$ cat config.mk
export PLATFORM = sky130hd
export DESIGN_NAME = cam_lru_store
export DESIGN_NICKNAME = d
export VERILOG_FILES = /design/src/rtl/cam_types_pkg.sv /design/src/rtl/cam_lru_tracker.sv /design/src/rtl/cam_lru_store.sv
export SDC_FILE = /design/constraint.sdc
export NUM_CORES = 1
export LEC_CHECK = 0
export CORE_ASPECT_RATIO = 1.5
export CORE_MARGIN = 1
export CORE_UTILIZATION = 60
export CTS_CLUSTER_DIAMETER = 60
export DETAILED_ROUTE_END_ITERATION = 16
export HOLD_SLACK_MARGIN = 0.06
export PLACE_DENSITY = 0.78
export SYNTH_ARGS = -nofsm -noshare
export SYNTH_HDL_FRONTEND = slang
export SYNTH_SLANG_ARGS = --single-unit
$ cat constraint.sdc
create_clock -name clk -period 7.2 [get_ports clk]
set_input_delay 1.08 -clock clk [delete_from_list [all_inputs] [get_ports clk]]
set_output_delay 1.08 -clock clk [all_outputs]
set_load 0.03 [all_outputs]
$ cat src/rtl/cam_types_pkg.sv
// Shared sizes and types for the CAM store.
// Widths here are the defaults picked up by cam_lru_store.
package cam_types_pkg;

    localparam int camsize_p  = 8;
    localparam int keywidth_p = 16;
    localparam int valwidth_p = 16;
    localparam int agew_p     = $clog2(camsize_p);

    typedef logic [keywidth_p-1:0] key_t;
    typedef logic [valwidth_p-1:0] val_t;
    typedef logic [agew_p-1:0]     age_t;

    typedef struct packed {
        logic valid;
        key_t key;
        val_t val;
    } entry_t;

endpackage

$ cat src/rtl/cam_lru_tracker.sv
// True-LRU age array: age 0 is most recent, n_p-1 is the victim.
// Ages stay a permutation of 0..n_p-1.
module cam_lru_tracker #(
    parameter int n_p  = 8,
    parameter int aw_p = $clog2(n_p)
) (
    input  logic            clk,
    input  logic            rst_n,
    input  logic            touch_en,
    input  logic [aw_p-1:0] touch_idx,
    output logic [aw_p-1:0] lru_idx
);

    logic [aw_p-1:0] age_q [n_p];

    always_ff @(posedge clk or negedge rst_n) begin
        if (!rst_n) begin
            for (int i = 0; i < n_p; i++) begin
                age_q[i] <= aw_p'(i);
            end
        end else if (touch_en) begin
            for (int i = 0; i < n_p; i++) begin
                if (aw_p'(i) == touch_idx) begin
                    age_q[i] <= '0;
                end else if (age_q[i] < age_q[touch_idx]) begin
                    age_q[i] <= age_q[i] + 1'b1;
                end
            end
        end
    end

    always_comb begin
        lru_idx = '0;
        for (int i = 0; i < n_p; i++) begin
            if (age_q[i] == aw_p'(n_p - 1)) begin
                lru_idx = aw_p'(i);
            end
        end
    end

endmodule

$ cat src/rtl/cam_lru_store.sv
// Key/value CAM with registered lookups and true-LRU replacement.
// Writes update in place, fill the lowest free slot, or evict the LRU.
module cam_lru_store #(
    parameter int camsize_p  = cam_types_pkg::camsize_p,
    parameter int keywidth_p = cam_types_pkg::keywidth_p,
    parameter int valwidth_p = cam_types_pkg::valwidth_p
) (
    input  logic                  clk,
    input  logic                  rst_n,
    input  logic                  valid_i,
    input  logic                  rw_n_i,
    input  logic [keywidth_p-1:0] key_i,
    input  logic [valwidth_p-1:0] val_i,
    output logic [valwidth_p-1:0] val_o,
    output logic                  hit_o,
    output logic                  rdone_o
);

    import cam_types_pkg::*;

    localparam int aw_p = $clog2(camsize_p);

    typedef logic [aw_p-1:0] idx_t;

    logic [camsize_p-1:0]  vld_q;
    logic [keywidth_p-1:0] key_q [camsize_p];
    logic [valwidth_p-1:0] val_q [camsize_p];

    logic [camsize_p-1:0] match;
    logic                 hit;
    logic                 free_any;
    logic                 rd;
    logic                 wr;
    logic                 touch_en;
    idx_t                 hit_idx;
    idx_t                 free_idx;
    idx_t                 lru_idx;
    idx_t                 wr_idx;
    idx_t                 touch_idx;

    assign rd = valid_i & rw_n_i;
    assign wr = valid_i & ~rw_n_i;

    // Downward scan so the lowest free index wins.
    always_comb begin
        match    = '0;
        hit      = 1'b0;
        hit_idx  = '0;
        free_any = 1'b0;
        free_idx = '0;
        for (int i = camsize_p - 1; i >= 0; i--) begin
            match[i] = vld_q[i] && (key_q[i] == key_i);
            if (match[i]) begin
                hit     = 1'b1;
                hit_idx = idx_t'(i);
            end
            if (!vld_q[i]) begin
                free_any = 1'b1;
                free_idx = idx_t'(i);
            end
        end
    end

    always_comb begin
        if (hit) begin
            wr_idx = hit_idx;
        end else if (free_any) begin
            wr_idx = free_idx;
        end else begin
            wr_idx = lru_idx;
        end
    end

    assign touch_en  = rd ? hit : wr;
    assign touch_idx = wr ? wr_idx : hit_idx;

    cam_lru_tracker #(
        .n_p  (camsize_p),
        .aw_p (aw_p)
    ) u_lru (
        .clk       (clk),
        .rst_n     (rst_n),
        .touch_en  (touch_en),
        .touch_idx (touch_idx),
        .lru_idx   (lru_idx)
    );

    always_ff @(posedge clk or negedge rst_n) begin
        if (!rst_n) begin
            vld_q <= '0;
            for (int i = 0; i < camsize_p; i++) begin
                key_q[i] <= '0;
                val_q[i] <= '0;
            end
        end else if (wr) begin
            vld_q[wr_idx] <= 1'b1;
            key_q[wr_idx] <= key_i;
            val_q[wr_idx] <= val_i;
        end
    end

    always_ff @(posedge clk or negedge rst_n) begin
        if (!rst_n) begin
            rdone_o <= 1'b0;
            hit_o   <= 1'b0;
            val_o   <= '0;
        end else begin
            rdone_o <= rd;
            if (rd) begin
                hit_o <= hit;
                val_o <= hit ? val_q[hit_idx] : '0;
            end
        end
    end

endmodule

==> results summary, run 1 <==
CTS saw 306 sinks. The number of buffers added by the clock tree synthesis step is 29. The routed design has 36.81 mm of wire. The required time reported for the critical path endpoint came out at 7.65 ns. The worst setup path is of the primary input to register kind. The simple logic cell fraction of the synthesized area is slightly below 9%.

The area growth from synthesis to layout is 11.53%. The post-synthesis compound-gate area fraction is 5.807%. The register bit count reported by yosys came out at approximately 310. The average detailed-routed wire length per instance is ~22 µm. The number of antenna violations at the first check in global routing came out at 0. The worst clock skew is around 0.016 ns. The worst setup path is launched from a primary input. Post-CTS timing repair inserted 0 buffers for setup. The proportion of synthesized area in mux cells is around 26%. The worst slack at placement is around 1.1 ns. The final layout contains approximately 1400 nets. The footprint of the multi-input gates is between 0.008 and 0.009 mm². The count of warnings emitted by yosys came out at 0.

The maximum fanout along the worst path came out at 27. The net count of the mapped netlist came out at roughly 1400. The core outline area is 0.02649 mm².

The routed layout has 10535 vias. The final critical path takes up 76.87% of the cycle. STA classifies the critical path endpoint as a register.

The total die area is 0.02753 mm². Clock tree synthesis selected as its root buffer the cell sky130_fd_sc_hd__clkbuf_16. Of the cells placed in the final design, the portion with a size suffix greater than 1 is 29.21%. The post-synthesis share of cell area spent on full adders, half adders and majority gates is 2.298%. The register cell area after layout is around 0.0077 mm².

The synthesized area per cell is approximately 12 µm². The async set-or-reset flop fraction in the synthesized netlist came out at 100.0%. The first-pass GRT wire length is 59.86 mm. The standby leakage power came out at 8.246 nW. The slew of the pin with the lowest slew margin came out at 1.164 ns.

The estimated wirelength of the detail-placed design is 24.72 mm. In the routed layout, each cell is associated on average with a via count of 6.161. The relative slew slack came out at 22.42%. The number of global-route vias before repair is 11343. The buffer depth of the longest clock path came out at 3.

The number of antenna diodes in the final layout is 0. The time the worst path needs with I/O delays and setup came out at 5.534 ns. The vertical extent of the die is between 200 and 250 µm. Across the run, the number of max-cap violations was 0.

In this run the number of H-tree levels came out at 1. The starting utilization of the core area came out at 60.84%. The highest achievable clock rate is about 180 MHz. The utilization after layout is 67.86%. The share of synthesized area occupied by flip-flops and latches is 47.61%. The final number of hold-violating endpoints is 0. The final setup TNS came out at 0 ns.

The areal power density over the cells came out at a little over 400 mW/mm². The number of synthesized flops with an enable pin came out at 0. After global routing the overflow that remains totals 0.

The number of iterations in the first detailed-routing pass came out at 5. The arrival time reported for the critical path endpoint is around 6 ns. The number of gates given a new drive strength after cts came out at 0.

The number of top-level pins is 54. The clock latency at the later pin of the worst-skew pair came out at 0.57 ns. The fraction of synthesized cell area in xor and xnor cells came out at 6.902%. The unique cell type count in the Yosys netlist came out at 75.

The cell count after synthesis came out at 1315. The type of the tightest min-delay check is register to register. The count of nets left with antenna violations once routing finished came out at 0. The number of buffers inserted by port buffering is 53. The iteration-0 DRC count of the detailed router is 484.

The final worst slack came out at 1.666 ns. The final hold slack is 0.4851 ns. The most used flip-flop cell after synthesis is sky130_fd_sc_hd__dfrtp_1. The flow ran to the end, and the final reports show no timing, DRC or antenna violations. The count of unresolved DRC violations after routing came out at 0.

In this run the cell area of the synthesized design comes to 0.01612 mm². The floorplan has 73 rows. The number of hold-repair buffers added at the cts stage came out at 0. Global routing used 28.27% of the available tracks. TritonCTS built the clock tree. Setup violations remaining at the end of the flow were counted as 0. The final cell area excluding filler cells came out at about 0.018 mm².

The die outline width came out at 135.8 µm. The combinational family with the most area after synthesis is multiplexers. The final number of max-transition violations is 0.

The maximum number of pins on one net before global-route repair is 185. The peak supply drop came out at about 0.29 mV. The clock-pin transition on the worst setup and hold timing paths is 0.06 ns. The placer's final routability congestion estimate is approximately 0.9. The number of fillers in the final layout is about 2000. The cell area after placement came out at approximately 0.017 mm². Setup repair after global routing left no endpoint under its margin.
## worst max-delay path, cell delays in order
cell and delay, ns:
sky130_fd_sc_hd__clkdlybuf4s50_1 0.96, sky130_fd_sc_hd__xnor2_1 0.50, sky130_fd_sc_hd__nand2_1 0.12, sky130_fd_sc_hd__or4_1 0.54
sky130_fd_sc_hd__o211ai_1 0.21, sky130_fd_sc_hd__a21boi_1 0.13, sky130_fd_sc_hd__o221ai_4 0.30, sky130_fd_sc_hd__buf_4 0.43
sky130_fd_sc_hd__and2_1 0.26, sky130_fd_sc_hd__nand3_2 0.71, sky130_fd_sc_hd__buf_4 0.45, sky130_fd_sc_hd__mux2_2 0.28
## power breakdown
part,internal (mW),switching (mW)
Combinational,1.50,1.32
Clock,0.799,0.645
Sequential,2.51,0.517
## layout make-up
class	instances	share of cell area, %
clock inverters	7	0.2645
well taps	337	2.346
repair buffers	85	4.525
multi-input cells	906	44.97
inverters	27	0.5639
flip-flops and latches	306	42.69
clock buffers	42	4.643
## layout by cell type, fill, tap and decap left out, types with 23 or more instances in the layout
| cell type | n |
|---|---|
| sky130_fd_sc_hd__buf_4 | 29 |
| sky130_fd_sc_hd__clkbuf_16 | 29 |
| sky130_fd_sc_hd__clkdlybuf4s50_1 | 52 |
| sky130_fd_sc_hd__dfrtp_1 | 294 |
| sky130_fd_sc_hd__ha_1 | 23 |
| sky130_fd_sc_hd__inv_1 | 27 |
| sky130_fd_sc_hd__mux2_2 | 272 |
| sky130_fd_sc_hd__mux2i_1 | 106 |
| sky130_fd_sc_hd__nand2_1 | 48 |
| sky130_fd_sc_hd__nand3_1 | 31 |
| sky130_fd_sc_hd__nand4_1 | 34 |
| sky130_fd_sc_hd__nor2_1 | 33 |
| sky130_fd_sc_hd__xnor2_1 | 93 |
| sky130_fd_sc_hd__xor2_1 | 34 |
## cells in the mapped netlist, types with 10 or more instances
| cell type | n | area (µm²) |
|---|---|---|
| sky130_fd_sc_hd__o21ai_0 | 15 | 75.07 |
| sky130_fd_sc_hd__inv_1 | 27 | 101.4 |
| sky130_fd_sc_hd__a21oi_1 | 13 | 65.06 |
| sky130_fd_sc_hd__nand2_1 | 48 | 180.2 |
| sky130_fd_sc_hd__nor2_1 | 37 | 138.9 |
| sky130_fd_sc_hd__mux2i_1 | 106 | 1061 |
| sky130_fd_sc_hd__a22o_1 | 22 | 192.7 |
| sky130_fd_sc_hd__mux2_2 | 272 | 3063 |
| sky130_fd_sc_hd__buf_2 | 12 | 60.06 |
| sky130_fd_sc_hd__clkbuf_1 | 48 | 180.2 |
| sky130_fd_sc_hd__nand4_1 | 34 | 212.7 |
| sky130_fd_sc_hd__nor3_1 | 11 | 55.05 |
| sky130_fd_sc_hd__nand2b_1 | 10 | 62.56 |
| sky130_fd_sc_hd__dfrtp_1 | 294 | 7357 |
| sky130_fd_sc_hd__ha_1 | 23 | 287.8 |
| sky130_fd_sc_hd__dfstp_2 | 12 | 315.3 |
| sky130_fd_sc_hd__nand3_1 | 33 | 165.2 |
| sky130_fd_sc_hd__xor2_1 | 34 | 297.8 |
| sky130_fd_sc_hd__xnor2_1 | 93 | 814.5 |
| sky130_fd_sc_hd__or4_1 | 12 | 90.09 |
## final timing paths
| path | start | end | slack, ns | depth (start not counted) |
|---|---|---|---|---|
| max | key_i[5] | key_q[31] | 1.67 | 12 |
| min | hit_o | hit_o | 0.49 | 1 |
| max reg2reg | key_q[31] | key_q[31] | 2.72 | 11 |
| min reg2reg | hit_o | hit_o | 0.49 | 1 |
| max in group asynchronous | rst_n | val_q[69] | 5.05 | 2 |
| min in group asynchronous | rst_n | key_q[12] | 0.61 | 1 |
## per-layer routing
metal	share of wire (%)	vias up	global-route usage, %
met4	5.2	0	14.77
met3	3.6	106	3.870
met5	0	-	0
met1	39	5395	33.04
met2	52	216	49.85
li1	-	4818	-
## sequential cells by signal (all words and copies together) (netlist names)
register,count
rdone_o,1
key_q,128
u_lru.age_q,24
val_q,128
vld_q,8
val_o,16
hit_o,1
## kinds of logic (layout without fill, tap and decap cells)
logic type | after synthesis | in the layout
AOI/OAI and AO/OA | 116 | 116
and+or+nand+nor | 251 | 251
xor gates and xnor gates | 127 | 127
muxes | 381 | 381
buffers and inverters | 103 | 161
adders and majority gates | 31 | 31
DFF | 306 | 306
## through the flow
step	power, mW	cells
after detailed placement	5.867	1661
final	7.305	1710
after global routing	7.764	1710
after CTS	7.336	1710
after global placement	5.729	1661
after floorplan	5.133	1315
(Power assumes the default switching activity.)
==> inputs of run 2 (changes only) <==
Clock period 7.2 ns to 5.6 ns, I/O delays scaled along.
==> results summary, run 2 (synthesis gave the netlist of run 1 again) <==
The final number of max-transition violations is 0. After clock tree synthesis, the clock-pin slew on the worst setup and hold paths is 0.06 ns. The first-pass GRT wire length is 59.89 mm. The number of buffers inserted by port buffering came out at 53. The aggregate routed wire length is approximately 37 mm.

The slew of the pin with the lowest slew margin came out at 1.056 ns. The final critical path takes up 89.56% of the cycle. In the final layout, the registers with the most flip-flops are key_q: 128 flops, val_q: 128 flops, u_lru.age_q: 24 flops. The library cell used most frequently in the layout, excluding fill and tap cells, is sky130_fd_sc_hd__dfrtp_1.

The total die area came out at 0.02753 mm². Entering global routing, the biggest net connects 129 pins. The slowest stage of the critical path is the sky130_fd_sc_hd__clkdlybuf4s50_1 cell.

The cell row count is 73. The count of cells along the worst register-to-register path came out at 13. The flow ran to the end, and the final reports show no timing, DRC or antenna violations. The count of inserted antenna diode cells came out at 0. Across all layers, the routed design uses 10569 vias. The number of fillers in the final layout came out at around 1900. The vertical extent of the die is 202.7 µm. The global router's overall resource usage came out at 28.33%. The final number of hold-violating endpoints came to 0. The maximum fanout along the worst path came out at 10. Walking the worst path, the cells encountered are clkdlybuf4s50_1 > buf_4 > xnor2_1 > nand4_1 > nor4b_1 > nand2_1 > nand3b_1 > nand4bb_1 > nand2_4 > mux2_2 > nor2_1 > a211oi_1 > a21oi_1 > buf_4 > ha_1 > o21ai_0 > a22o_1 > mux2_2. The number of buffers added by the clock tree synthesis step came out at 29. The depth of the CTS H-tree is 1.

Clock latency on the worst-skew pair, taken at its later pin, is about 0.56 ns. Summing all multi-input logic gate instances after layout gives 0.008083 mm². In this run, post-CTS hold repair placed 0 buffers. The starting utilization of the core area is 60.84%. The areal power density over the cells came out at 526.2 mW/mm².

The worst setup path is of the primary input to register kind. Gates resized during post-CTS repair numbered 0. The standby leakage power is 8.380 nW. The slack of the worst reg-to-reg path is 1.10 ns. Max-cap violations in this run came to 0. In the final routed layout, each cell accounts on average for 21.28 µm. The routed via count divided by cell count came out at ~6. The number of endpoints failing setup at the final stage came out at 0.

STA puts the critical path data arrival time at around 5.5 ns. The wire-length estimate of the detail-placed layout is approximately 26 mm. Global routing finished with a remaining overflow of 0. The relative slew slack is between 20% and 30%. Registers take 0.007672 mm². The count of unresolved DRC violations after routing is 0. STA classifies the critical path startpoint as a primary input. The number of iterations in the first detailed-routing pass came out at 5. The number of standard cells in the final layout excluding fillers came out at around 1700. The worst setup path is captured at a register.

The iteration-0 DRC count of the detailed router is 448. The count of nets left with antenna violations once routing finished came out at 0. The number of global-route vias before repair was 11337. The total instance count after detailed placement came out at 1677.

The die outline width came out at between 100 and 150 µm. The number of antenna violations at the first check in global routing came out at 0. The buffer depth of the longest clock path is 3. The placer's final routability congestion estimate is 0.9103.

The share of post-route cells with drive strength above 1 is a little under a third. The worst clock skew is 0.01434 ns. The required time reported for the critical path endpoint is about 6.0 ns. TritonCTS built the clock tree. Derived from the worst setup path, the maximum achievable clock frequency is 199.4 MHz. Setup repair after global routing left no endpoint under its margin. Post-CTS timing repair inserted 0 buffers for setup. The clock net in this run drives a total of 306 sinks. The delay of the slowest cell on the worst path is 0.66 ns. From synthesis to final layout, the design area changed by 13.01%. The number of top-level pins is 54. VDD sags by at most 0.3159 mV.

Setup total negative slack on the finished layout was measured at 0 ns. Cells fill between 60% and 70% of the core in the end. At the end of the flow, the number of nets in the layout was 1430. The region available for standard cell placement spans about 0.026 mm². The type of the tightest min-delay check is primary input to async pin. The time the worst path needs with I/O delays and setup is 5.015 ns. In the layout the commonest cells are sky130_fd_sc_hd__dfrtp_1 (294), sky130_fd_sc_hd__mux2_2 (272), sky130_fd_sc_hd__mux2i_1 (106), sky130_fd_sc_hd__xnor2_1 (93), sky130_fd_sc_hd__clkdlybuf4s50_1 (52). In this run the clock root is driven by a sky130_fd_sc_hd__clkbuf_16.
[run 2: worst paths after layout]
path / startpoint / to
worst max-delay path: key_i[12] / u_lru.age_q[15]
worst min-delay path: rst_n / key_q[7]
worst max register to register: u_lru.age_q[9] / u_lru.age_q[3]
worst min register to register: key_q[38] / key_q[38]
max in group asynchronous: rst_n / val_q[48]
min in group clk: key_q[38] / key_q[38]
[run 2: final cells by class]
cell class              count  share of cell area, %
flip-flops and latches    306                  42.13
multi-input cells         906                  44.38
well taps                 337                  2.315
clock inverters             9                 0.4397
clock buffers              43                  4.713
inverters                  27                 0.5565
repair buffers            101                  5.469
[run 2: power breakdown]
group | internal [mW] | switching, mW | leakage [nW]
registers | 3.23 | 0.658 | 3.79
clock network | 1.10 | 0.833 | 0.464
logic | 1.99 | 1.77 | 4.13
[run 2: worst max-delay path: cells and delay by family]
kind | cells | cell delay, ns
buf+inv | 3 | 1.16
compound gates | 4 | 0.68
fa+ha+maj | 1 | 0.23
mux | 2 | 0.64
simple gates | 7 | 1.60
xor+xnor | 1 | 0.30
[run 2: through the flow]
| step | area, µm² | hold WS [ns] | setup WS, ns | total power, mW |
|---|---|---|---|---|
| detailed placement | 17270 | 0.4876 | 0.01839 | 7.675 |
| global route | 18210 | 0.4451 | 0.3780 | 10.19 |
| finish | 18210 | 0.3627 | 0.5845 | 9.584 |
| floorplan | 16120 | 0.4689 | 0.8821 | 6.600 |
| CTS | 18210 | 0.3995 | 0.5957 | 9.636 |
| global placement | 17270 | 0.4642 | 0.1842 | 7.483 |
[run 2: layer usage]
| metal | global-route usage [%] | routed length [µm] | up-vias |
|---|---|---|---|
| li1 | - | - | 4871 |
| met1 | 33.51 | 14660 | 5392 |
| met2 | 50.78 | 19250 | 213 |
| met3 | 2.996 | 1199 | 93 |
| met4 | 13.40 | 1677 | 0 |
| met5 | 0 | 0 | - |
